### src/rtl/polar_freq_estimator.sv
// Rebuilds full-turn phase from CORDIC vectoring output, differences consecutive phases,
// and emits the rounded window average of the phase step together with the window's peak magnitude.
module polar_freq_estimator #(
    parameter int unsigned AW      = 16,
    parameter int unsigned OW      = 16,
    parameter int unsigned LOG_AVG = 4,
    parameter int unsigned SQUELCH = 0
) (
    input  logic          clk_i,
    input  logic          rst_ni,
    input  logic          valid_i,
    input  logic [OW-1:0] r_i,
    input  logic [AW-1:0] angle_i,
    input  logic [1:0]    quadrant_i,
    input  logic          clear_i,
    output logic [AW+1:0] freq_o,
    output logic [OW-1:0] peak_o,
    output logic          valid_o,
    output logic          squelch_o
);

    localparam int unsigned PW   = AW + 2;
    localparam int unsigned ACCW = PW + LOG_AVG;
    localparam int unsigned CW   = (LOG_AVG == 0) ? 1 : LOG_AVG;
    localparam logic [CW-1:0] CNT_LAST = CW'((1 << LOG_AVG) - 1);

    typedef enum logic {EMPTY, RUN} state_t;

    state_t                   state, state_next;
    logic [PW-1:0]            phase, prev;
    logic signed [PW-1:0]     delta, freq_next;
    logic signed [ACCW-1:0]   acc, acc_sum, acc_rnd;
    logic [CW-1:0]            cnt;
    logic [OW-1:0]            peak, peak_max;
    logic                     below;
    logic                     load_prev, add, finish, flush, reject;

    assign phase    = {quadrant_i, angle_i};
    assign delta    = phase - prev;
    assign acc_sum  = acc + ACCW'(delta);
    assign peak_max = (r_i > peak) ? r_i : peak;

    // Round half up before the arithmetic shift; no rounding term for a single-sample window
    if (LOG_AVG == 0) begin : g_no_rnd
        assign acc_rnd = acc_sum;
    end else begin : g_rnd
        assign acc_rnd = acc_sum + ACCW'(1 << (LOG_AVG - 1));
    end

    assign freq_next = PW'(acc_rnd >>> LOG_AVG);

    // A zero threshold accepts everything
    if (SQUELCH == 0) begin : g_no_squelch
        assign below = 1'b0;
    end else begin : g_squelch
        assign below = (r_i < OW'(SQUELCH));
    end

    always_ff @(posedge clk_i or negedge rst_ni) begin
        if (!rst_ni) begin
            state <= EMPTY;
        end else begin
            state <= state_next;
        end
    end

    always_comb begin
        state_next = state;
        load_prev  = 1'b0;
        add        = 1'b0;
        finish     = 1'b0;
        flush      = 1'b0;
        reject     = 1'b0;
        if (clear_i) begin
            state_next = EMPTY;
            flush      = 1'b1;
        end else if (valid_i) begin
            if (below) begin
                reject     = 1'b1;
                flush      = 1'b1;
                state_next = EMPTY;
            end else begin
                load_prev  = 1'b1;
                state_next = RUN;
                if (state == RUN) begin
                    if (cnt == CNT_LAST) begin
                        finish = 1'b1;
                    end else begin
                        add = 1'b1;
                    end
                end
            end
        end
    end

    // Window accumulator, previous phase and output registers
    always_ff @(posedge clk_i or negedge rst_ni) begin
        if (!rst_ni) begin
            prev      <= '0;
            acc       <= '0;
            cnt       <= '0;
            peak      <= '0;
            freq_o    <= '0;
            peak_o    <= '0;
            valid_o   <= 1'b0;
            squelch_o <= 1'b0;
        end else begin
            valid_o   <= finish;
            squelch_o <= reject;
            if (flush) begin
                acc  <= '0;
                cnt  <= '0;
                peak <= '0;
            end else if (finish) begin
                acc    <= '0;
                cnt    <= '0;
                peak   <= '0;
                freq_o <= freq_next;
                peak_o <= peak_max;
            end else if (add) begin
                acc  <= acc_sum;
                cnt  <= cnt + CW'(1);
                peak <= peak_max;
            end
            if (load_prev) begin
                prev <= phase;
            end
        end
    end

endmodule

### config.mk
export PLATFORM = sky130hd
export DESIGN_NAME = polar_freq_estimator
export DESIGN_NICKNAME = d
export VERILOG_FILES = /design/src/rtl/polar_freq_estimator.sv
export SDC_FILE = /design/constraint.sdc
export NUM_CORES = 1
export LEC_CHECK = 0
export CORE_ASPECT_RATIO = 1.1
export CORE_MARGIN = 3
export CORE_UTILIZATION = 35
export CTS_CLUSTER_DIAMETER = 100
export DETAILED_ROUTE_END_ITERATION = 16
export RECOVER_POWER = 50
export SLEW_MARGIN = 20
export SYNTH_ARGS = -nofsm -noshare
export SYNTH_HDL_FRONTEND = slang
export SYNTH_SLANG_ARGS = --single-unit
### constraint.sdc
create_clock -name clk_i -period 7.7 [get_ports clk_i]
set_clock_uncertainty 0.1 [all_clocks]
set_input_delay 1.155 -clock clk_i [delete_from_list [all_inputs] [get_ports clk_i]]
set_output_delay 1.155 -clock clk_i [all_outputs]
set_load 0.01 [all_outputs]
==> impl_results.md, run 1 <==
* CTS Sinks at 96
* CP arrival at 6.32 ns
* First-pass GRT wire length at between 20000 and 25000 um
* Synth top cells by count: dfrtp_1 (96), nor2_1 (70), a21oi_1 (58), ha_1 (57), nand2_1 (53)
* Port Buffer Count at 72
* Post-CTS Hold Fix Bufs at 0
* Final hold vios at 0
* DRC viols at 0
* Area delta synth->final at 20.7%
* Failing checks: capacitance limit, slew limit
* Syn Area/Cell at between 9 and 10 um^2
* Die width at 134 um
* Final slew viol count at between 90 and 100
* Fill count at 1786
* Die footprint at 19700 um^2
* Status: finished, violations left
* Tmin final at 6.18 ns
* Worst path max stage delay at 0.47 ns
* Critical path startpoint category: primary input
* Met2 usage at 24.4%
* Post-synth EDFFs at 0
* Yosys reg bits at 96
* Final Net Count at between 800 and 900
* Fin util at 43.8%
* Vias in the first global route at 4999
* Total routing usage reported by global routing at 14.9%
* Crit-path max FO at 8
* DRT Pass-1 Iters at 5
* Part of the cycle the worst path needs at 80.2%
* Total Neg Setup Slack at 0 ns
* WP data required at 7.84 ns
* RSZ-0062 raised after global routing: no
* Met1 Track Usage GR at 19.5%
* Antenna Cells at 0
* Leakage at 3.46 nW
* Via/cell ratio at approximately 5.0
* Routed Antenna Nets at 0
* Total routed wirelength at ~14000 um
* CTS Buf Count at 9
* Main flop type after synthesis: dfrtp_1
* Syn Inst Count at 691
* Resize count post-CTS at 0
* Yosys warning total at 0
* Slowest CP cell: clkdlybuf4s50_1
* Row Count at 50
* Clock root cell: clkbuf_16
* # setup viols final at 0
* Largest net degree at the start of global routing at 60
* Post-synth top area cell: dfrtp_1
* Critical path cell sequence: clkdlybuf4s50_1 -> inv_1 -> ha_1 -> fa_1 -> nor2b_1 -> o21ai_0 -> a21boi_0 -> o21ai_0 -> a21oi_1 -> a211o_1 -> a31oi_1 -> nor2b_1 -> nor2_1 -> xnor2_1 -> ha_1 -> a21boi_0 -> a311o_1 -> a41oi_1 -> xor2_1 -> nor4b_2 -> nand4_1 -> nor4_2 -> xor2_1 -> mux2_2
* Vias at 4970
* Clk slew on worst S/H paths at 0.07 ns
* Global route total overflow at 0
* Initial core utilization at a little over a third
* Slew margin rel. at -114%
* Core Area at 17400 um^2
* Top Usage Layer GRT: met2
* Peak VDD IR at 0.000122 V
* Die height at 147 um
* Final GP Congestion at between 0.8 and 0.9
* Area contributors post-synth: dfrtp_1 (38%), ha_1 (11%), a21oi_1 (4.6%)
* WS Path Type: in -> reg
* Total power at approximately 1.8 mW
* Hold WC Path Type: reg -> reg
* Critical path endpoint category: flop
* Mapped Area at approximately 6300 um^2
* Share of the synthesized area in the top cell type at a little under two fifths
* Clock tree buffer depth at 2
* Least-Margin Pin Slew at 3.21 ns
* Detailed placement HPWL at 10300 um
* Mapped Nets at 788
* CTS tree: built
* Netlist cell types at 64
* IO Pins at 74
* Max-Cap Viols at 2
* CTS H-Tree Depth at 3
* Fraction of registers with async set/reset at 100%
* Met3 Usage GRT at under 10%
* WL/cell at 14.2 um
* Seq/Total Area, Yosys at 38.0%
* Clock Latency Late Sink at 0.35 ns
* Initial antenna violation count at 0
* Setup bufs post-CTS at 0
* Fmax at 0.162 GHz
* Share of layout cells above drive strength 1 at 5.26%
* Cell Pwr Density at 238 nW/um^2
* Starting DRC count in detailed routing at roughly 130
* Count leader, synth: dfrtp_1
-- layout by cell type, fill, tap and decap left out, drive strengths merged, types with 9 or more instances in the layout --
cell type / synthesis / final
mux2i: 16 / 16
o21ai: 44 / 44
o21a: 9 / 9
nand2: 54 / 54
clkbuf: 17 / 14
xor2: 16 / 16
nor2: 70 / 70
ha: 57 / 57
nand3: 13 / 13
nor2b: 9 / 9
clkdlybuf4s50: 0 / 69
a21o: 17 / 17
xnor2: 30 / 30
nor3: 11 / 11
a22o: 28 / 28
a21oi: 59 / 59
dfrtp: 96 / 96
inv: 48 / 48
-- metal layers --
layer / up-vias / wire (um)
met3: 15 / 637
met5: - / 0
li1: 2570 / -
met2: 75 / 6500
met4: 0 / 200
met1: 2310 / 6830
-- final cells by class --
| cell class | count | area (um^2) | area share (%) |
|---|---|---|---|
| flip-flops and latches | 96 | 2400 | 31.5 |
| clock buffers | 11 | 243 | 3.18 |
| multi-input cells | 524 | 3660 | 48.0 |
| inverters | 48 | 180 | 2.36 |
| repair buffers | 77 | 744 | 9.76 |
| well taps | 234 | 293 | 3.84 |
| clock inverters | 5 | 104 | 1.36 |
-- report_power, final --
| group | internal, mW | total, mW | switching [mW] |
|---|---|---|---|
| sequential | 0.534 | 0.551 | 0.0167 |
| clock | 0.327 | 0.529 | 0.202 |
| combinational | 0.298 | 0.736 | 0.439 |
-- state kept, by name, summed over array words and instances, names as in the netlist --
signal / cells
valid_o: 1
prev: 18
cnt: 4
freq_o: 18
state: 1
peak: 16
peak_o: 16
acc: 22
-- stage by stage --
stage               area (um^2)  hold WS, ns  setup WS [ns]  cells
floorplan                  6320        0.356           2.20    691
global placement           7290        0.375           1.25    979
detailed placement         7290        0.377           1.16    979
CTS                        7640        0.392           1.54    995
global route               7630        0.430           1.13    995
finish                     7630        0.389           1.52    995
-- worst max-delay path, delay by kind of cell --
kind / cells / cell delay [ns]
compound gates: 9 / 1.76
fa+ha+maj: 3 / 0.99
xor+xnor: 3 / 0.40
mux: 1 / 0.27
buf+inv: 2 / 0.51
simple gates: 6 / 1.21
-- logic make-up (layout without fill, tap and decap cells) --
kind of cell             Yosys count  after routing  share of synthesized area, %
flip-flops                        96             96                          38.0
multiplexers                      22             22                          3.66
other                              1              1                        0.0593
buffers and inverters             71            141                          4.30
XOR/XNOR                          46             46                          6.49
AND/OR/NAND/NOR                  200            200                          15.2
AO/OA/AOI/OAI                    196            196                          20.4
adder cells (fa/ha/maj)           59             59                          11.9
-- path summary, 6_finish.rpt --
kind	startpoint	cells after the start	slack (ns)	to
setup / recovery	angle_i[0]	24	1.52	freq_o[17]
hold / removal	acc[14]	2	0.39	acc[14]
setup reg to reg	prev[0]	22	2.47	freq_o[17]
hold reg to reg	acc[14]	2	0.39	acc[14]
max in group asynchronous	rst_ni	2	2.31	peak[13]
min in group asynchronous	rst_ni	1	1.30	prev[3]
Note: power is estimated with default switching activity, not from simulation.
==> run 2: changes to the inputs <==
==> constraint.sdc (replaced) <==
create_clock -name clk_i -period 5.2 [get_ports clk_i]
set_clock_uncertainty 0.1 [all_clocks]
set_input_delay 0.78 -clock clk_i [delete_from_list [all_inputs] [get_ports clk_i]]
set_output_delay 0.78 -clock clk_i [all_outputs]
set_load 0.01 [all_outputs]
==> run 2 against run 1 <==
Against the previous run:
- the flow still finishes with violations (capacitance limit, slew limit)
- via count is 8.2% higher
- combinational power is 110% higher
- sequential share of layout area decreased by 3.0 points
- largest power group unchanged
==> impl_results.md, run 2 (same netlist as run 1, synthesis figures left out) <==
* Status: finished, violations left
* Failing checks: capacitance limit, slew limit
* Crit-path max FO at 6
* Regs by FF count: acc x22, freq_o x18, prev x18
* Global route total overflow at 0
* R2R Setup Slk at about 0.46 ns
* Vias at 5380
* Initial antenna violation count at 0
* CTS tree: built
* CTS Buf Count at 9
* Part of the cycle the worst path needs at 94.6%
* CTS H-Tree Depth at 3
* Fmax at 0.203 GHz
* Commonest non-fill, non-tap cells in the layout: dfrtp_1 (96), buf_4 (94), nor2_1 (66), clkdlybuf4s50_1 (65), ha_1 (54)
* Critical path endpoint category: flop
* Final GP Congestion at 0.831
* Total power at approximately 3 mW
* Port Buffer Count at 72
* Least-Margin Pin Slew at 3.61 ns
* IO Pins at 74
* FF-to-FF path depth at 23
* WP data required at 5.34 ns
* Routed Antenna Nets at 0
* Critical path startpoint category: primary input
* Share of layout cells above drive strength 1 at approximately 19%
* Most common cell after layout, fill and taps aside: dfrtp_1
* Largest net degree at the start of global routing at 66
* Clock Latency Late Sink at ~0.36 ns
* Final slew viol count at 66
* Total routed wirelength at 15400 um
* Die height at roughly 150 um
* Slew margin rel. at -140%
* Max-Cap Viols at 1
* Area delta synth->final at 33.5%
* Row Count at 50
* Die footprint at 19700 um^2
* DRT Pass-1 Iters at 4
* Peak VDD IR at between 0.00015 and 0.0002 V
* Biggest register: acc
* Detailed placement HPWL at around 11000 um
* Starting DRC count in detailed routing at 190
* Total routing usage reported by global routing at 15.8%
* CP arrival at around 5 ns
* Hold_ws at 0.388 ns
* DRC viols at 0
* Hold WC Path Type: reg -> reg
* Clock root cell: clkbuf_16
* WL/cell at between 10 and 15 um
* Vias in the first global route at roughly 5300
* # setup viols final at 0
* WS Path Type: in -> reg
* Tmin final at 4.92 ns
* Leakage at roughly 3.9 nW
* Core Area at 17400 um^2
* Die width at 134 um
* Clock tree buffer depth at 2
* Final hold vios at 0
* Cell Pwr Density at about 360 nW/um^2
* Via/cell ratio at 4.95
* CTS Sinks at between 90 and 100
* Final Net Count at around 950
* First-pass GRT wire length at 25500 um
* Clk slew on worst S/H paths at ~0.060 ns
* Initial core utilization at 36.3%
* Cells on Worst Hold Path at 2
* Max FFs per register at 22
* Antenna Cells at 0
-- run 2: cell types whose count changed in the layout (fill, tap and decap cells not counted), sizes merged --
cell / change
buf: +93
bufinv: -2
clkdlybuf4s50: -4
dlygate4sd3: -1
clkbuf: +1
dlymetal6s2s: +4
-- run 2: cell type report --
type                       instances  area [um^2]
clock inverter                     3         43.8
fill                            1726         8950
inverter                          48          180
multi-input combinational        524         3820
sequential                        96         2400
clock buffer                      11          243
tap                              234          293
timing repair buffer             170         1460
-- run 2: stage by stage --
stage | util (%) | area [um^2] | setup TNS [ns] | cells | setup slack [ns]
final | 48.5 | 8440 | 0 | 1086 | 0.282
after global routing | 48.5 | 8440 | -0.0123 | 1086 | -0.0123
after CTS | 47.6 | 8290 | 0 | 1080 | 0.0157
after detailed placement | 45.4 | 7900 | -6.56 | 1060 | -0.790
after global placement | 45.4 | 7900 | -5.27 | 1060 | -0.663
after floorplan | - | 6320 | 0 | 691 | 0.0769
-- run 2: worst max-delay path, stage by stage --
cell and delay [ns]:
dlymetal6s2s_1 0.14, buf_4 0.14, ha_1 0.27, nor2b_1 0.14, o31ai_1 0.22, buf_4 0.17
a21oi_4 0.06, o211ai_1 0.23, a31oi_2 0.14, buf_4 0.15, a21o_1 0.18, a21oi_2 0.14
xnor2_1 0.09, ha_1 0.33, buf_6 0.15, and4_1 0.19, a221oi_2 0.25, o21bai_1 0.13
xor2_1 0.24, nand4_1 0.16, buf_4 0.18, nor4_4 0.21, xor2_1 0.09, mux2_4 0.26
-- run 2: worst paths after layout --
check,endpoint,startpoint
min reg2reg,acc[15],acc[15]
min,acc[15],acc[15]
max,freq_o[17],angle_i[1]
max reg2reg,freq_o[17],prev[0]
min in group asynchronous,acc[2],rst_ni
max in group asynchronous,freq_o[13],rst_ni
-- run 2: layer usage --
layer	vias to the layer above	part of all wire (%)	track usage, %
li1	2754	-	-
met1	2521	48	20.9
met2	87	46	26.2
met3	18	4.4	3.39
met4	0	1.6	4.74
met5	-	0	0
-- run 2: timing repair --
action / CTS / global route
hold buffers: 0 / 0
buffers inserted: 6 / 6
gates resized for setup: 15 / 33
gates cloned: 0 / 0
endpoints found under the hold margin: 0 / 0
pin swaps: 14 / 31
setup endpoints to repair: 10 / 9
-- run 2: power by group --
group          internal [mW]  switching, mW  total (mW)
Combinational          0.780          0.780        1.56
Sequential             0.791         0.0263       0.817
Clock                  0.381          0.291       0.672
Total                   1.95           1.10        3.05
==> run 3: changes to the inputs <==
--- a/config.mk
+++ b/config.mk
@@ -5,11 +5,13 @@
 export SDC_FILE = /design/constraint.sdc
 export NUM_CORES = 1
 export LEC_CHECK = 0
+export CELL_PAD_IN_SITES_DETAIL_PLACEMENT = 1
+export CELL_PAD_IN_SITES_GLOBAL_PLACEMENT = 1
 export CORE_ASPECT_RATIO = 1.1
-export CORE_MARGIN = 3
 export CORE_UTILIZATION = 35
 export CTS_CLUSTER_DIAMETER = 100
 export DETAILED_ROUTE_END_ITERATION = 16
+export PLACE_DENSITY_LB_ADDON = 0.1
 export RECOVER_POWER = 50
 export SLEW_MARGIN = 20
 export SYNTH_ARGS = -nofsm -noshare
==> run 3 against run 2 <==
Against the previous run:
- register-to-register slack worse by 0.08 ns
- first-iteration DRC count shrank 32%
- fmax shrank 3.4%
- sequential power hardly changed
- final cell count increased by 1.3%
- the run still ends with capacitance limit, slew limit left
==> impl_results.md, run 3 (same netlist as run 1, synthesis figures left out) <==
* Dpl cell area at 7930 um^2
* IO Pins at 74
* CTS Buf Count at 9
* Placed insts at 1068
* Post-route insts no fill at 1100
* Crit-path max FO at 5
* Slew margin rel. at -155%
* Hold WC Path Type: reg -> reg
* DRC viols at 0
* Total Neg Setup Slack at 0 ns
* DRT Pass-1 Iters at 4
* Total routed wirelength at approximately 18000 um
* CTS H-Tree Depth at 3
* Largest net degree at the start of global routing at between 60 and 70
* Regs by FF count: acc x22, freq_o x18, prev x18
* Fmax at a little under 0.2 GHz
* Critical path startpoint category: primary input
* Via/cell ratio at 5.12
* Vias at 5637
* Clock tree buffer depth at 2
* CTS Sinks at 96
* Cell Pwr Density at approximately 370 nW/um^2
* Max FFs per register at 22
* Critical path endpoint category: flop
* Status: finished, violations left
* Antenna Cells at 0
* Port Buffer Count at between 70 and 80
* Total power at 3.19 mW
* Final slew viol count at 69
* Final Cell Area at 8630 um^2
* CTS tree: built
* Final GP Congestion at about 0.85
* Initial core utilization at 35.8%
* Post-CTS Hold Fix Bufs at 0
* Final setup margin at roughly 0.11 ns
* Least-Margin Pin Slew at 3.83 ns
* Tmin final at 5.09 ns
* Die height at 143 um
* Most common cell after layout, fill and taps aside: buf_4
* Peak VDD IR at 0.000186 V
* # setup viols final at 0
* First-pass GRT wire length at roughly 30000 um
* Die width at 130 um
* Final Net Count at roughly 950
* Detailed placement HPWL at roughly 13000 um
* Commonest non-fill, non-tap cells in the layout: buf_4 (100), dfrtp_1 (96), clkdlybuf4s50_1 (67), nor2_1 (64), ha_1 (54)
* WL/cell at 16.2 um
* Vias in the first global route at 6158
* Biggest register: acc
* Share of layout cells above drive strength 1 at 21.1%
* Clock root cell: clkbuf_16
* Starting DRC count in detailed routing at approximately 130
* CP arrival at 5.23 ns
* Pre-CTS setup slack at -0.839 ns
* Clock Latency Late Sink at 0.35 ns
* Hold_ws at 0.396 ns
* Core Area at 17700 um^2
* Fin util at 48.8%
* Failing checks: capacitance limit, slew limit
* WS Path Type: in -> reg
* WP data required at approximately 5.3 ns
* Routed Antenna Nets at 0
* R2R Setup Slk at about 0.38 ns
* Part of the cycle the worst path needs at 97.9%
* Initial antenna violation count at 0
* Area delta synth->final at 36.6%
* Row Count at 51
* Global route total overflow at 0
* Final hold vios at 0
* Clk slew on worst S/H paths at 0.07 ns
* Total routing usage reported by global routing at 20.5%
* Max-Cap Viols at 1
* Die footprint at 18600 um^2
* Leakage at ~4 nW
run 3: power by group:
part	leakage, nW	total, mW	switching [mW]	internal (mW)
registers	1.30	0.820	0.0289	0.791
clock network	0.163	0.765	0.313	0.452
logic	2.55	1.61	0.824	0.784
run 3: path summary, 6_finish.rpt:
check                             endpoint        from  cells past startpoint
worst max register to register  freq_o[17]     prev[0]                     23
worst max-delay path            freq_o[17]  angle_i[4]                     20
worst min-delay path               acc[13]     acc[13]                      2
worst min register to register     acc[13]     acc[13]                      2
min in group asynchronous          prev[3]      rst_ni                      1
max in group asynchronous       freq_o[14]      rst_ni                      2
run 3: final cells by class:
| class | count | area [um^2] |
|---|---|---|
| multi-input combinational | 524 | 3900 |
| inverter | 48 | 180 |
| fill | 2033 | 9040 |
| clock buffer | 11 | 253 |
| sequential | 96 | 2400 |
| timing repair buffer | 178 | 1510 |
| tap | 238 | 298 |
| clock inverter | 5 | 85.1 |
run 3: routing by layer:
metal | wire, um | up-vias | global-route usage, % | share of wire [%]
li1 | - | 2763 | - | -
met1 | 7930 | 2796 | 25.9 | 45
met2 | 9120 | 69 | 35.7 | 51
met3 | 606 | 9 | 3.63 | 3.4
met4 | 153 | 0 | 5.32 | 0.86
met5 | 0 | - | 0 | 0
run 3: worst max-delay path: stages:
cell and delay (ns):
clkdlybuf4s50_1 0.43, ha_1 0.32, buf_4 0.15, o21a_1 0.18, nor2_2 0.14, a21oi_4 0.05
o211ai_1 0.27, a31oi_2 0.15, xor2_1 0.19, ha_1 0.38, and3_1 0.19, a311o_1 0.40
a41oi_2 0.25, xor2_2 0.12, nor4b_2 0.31, nand4_1 0.15, buf_6 0.16, nor4_4 0.22
xor2_1 0.10, mux2_4 0.26
run 3: repair_timing:
action / CTS / global route
resized for setup: 31 / 37
setup endpoints to repair: 10 / 14
pin swaps: 22 / 30
buffers inserted: 9 / 7
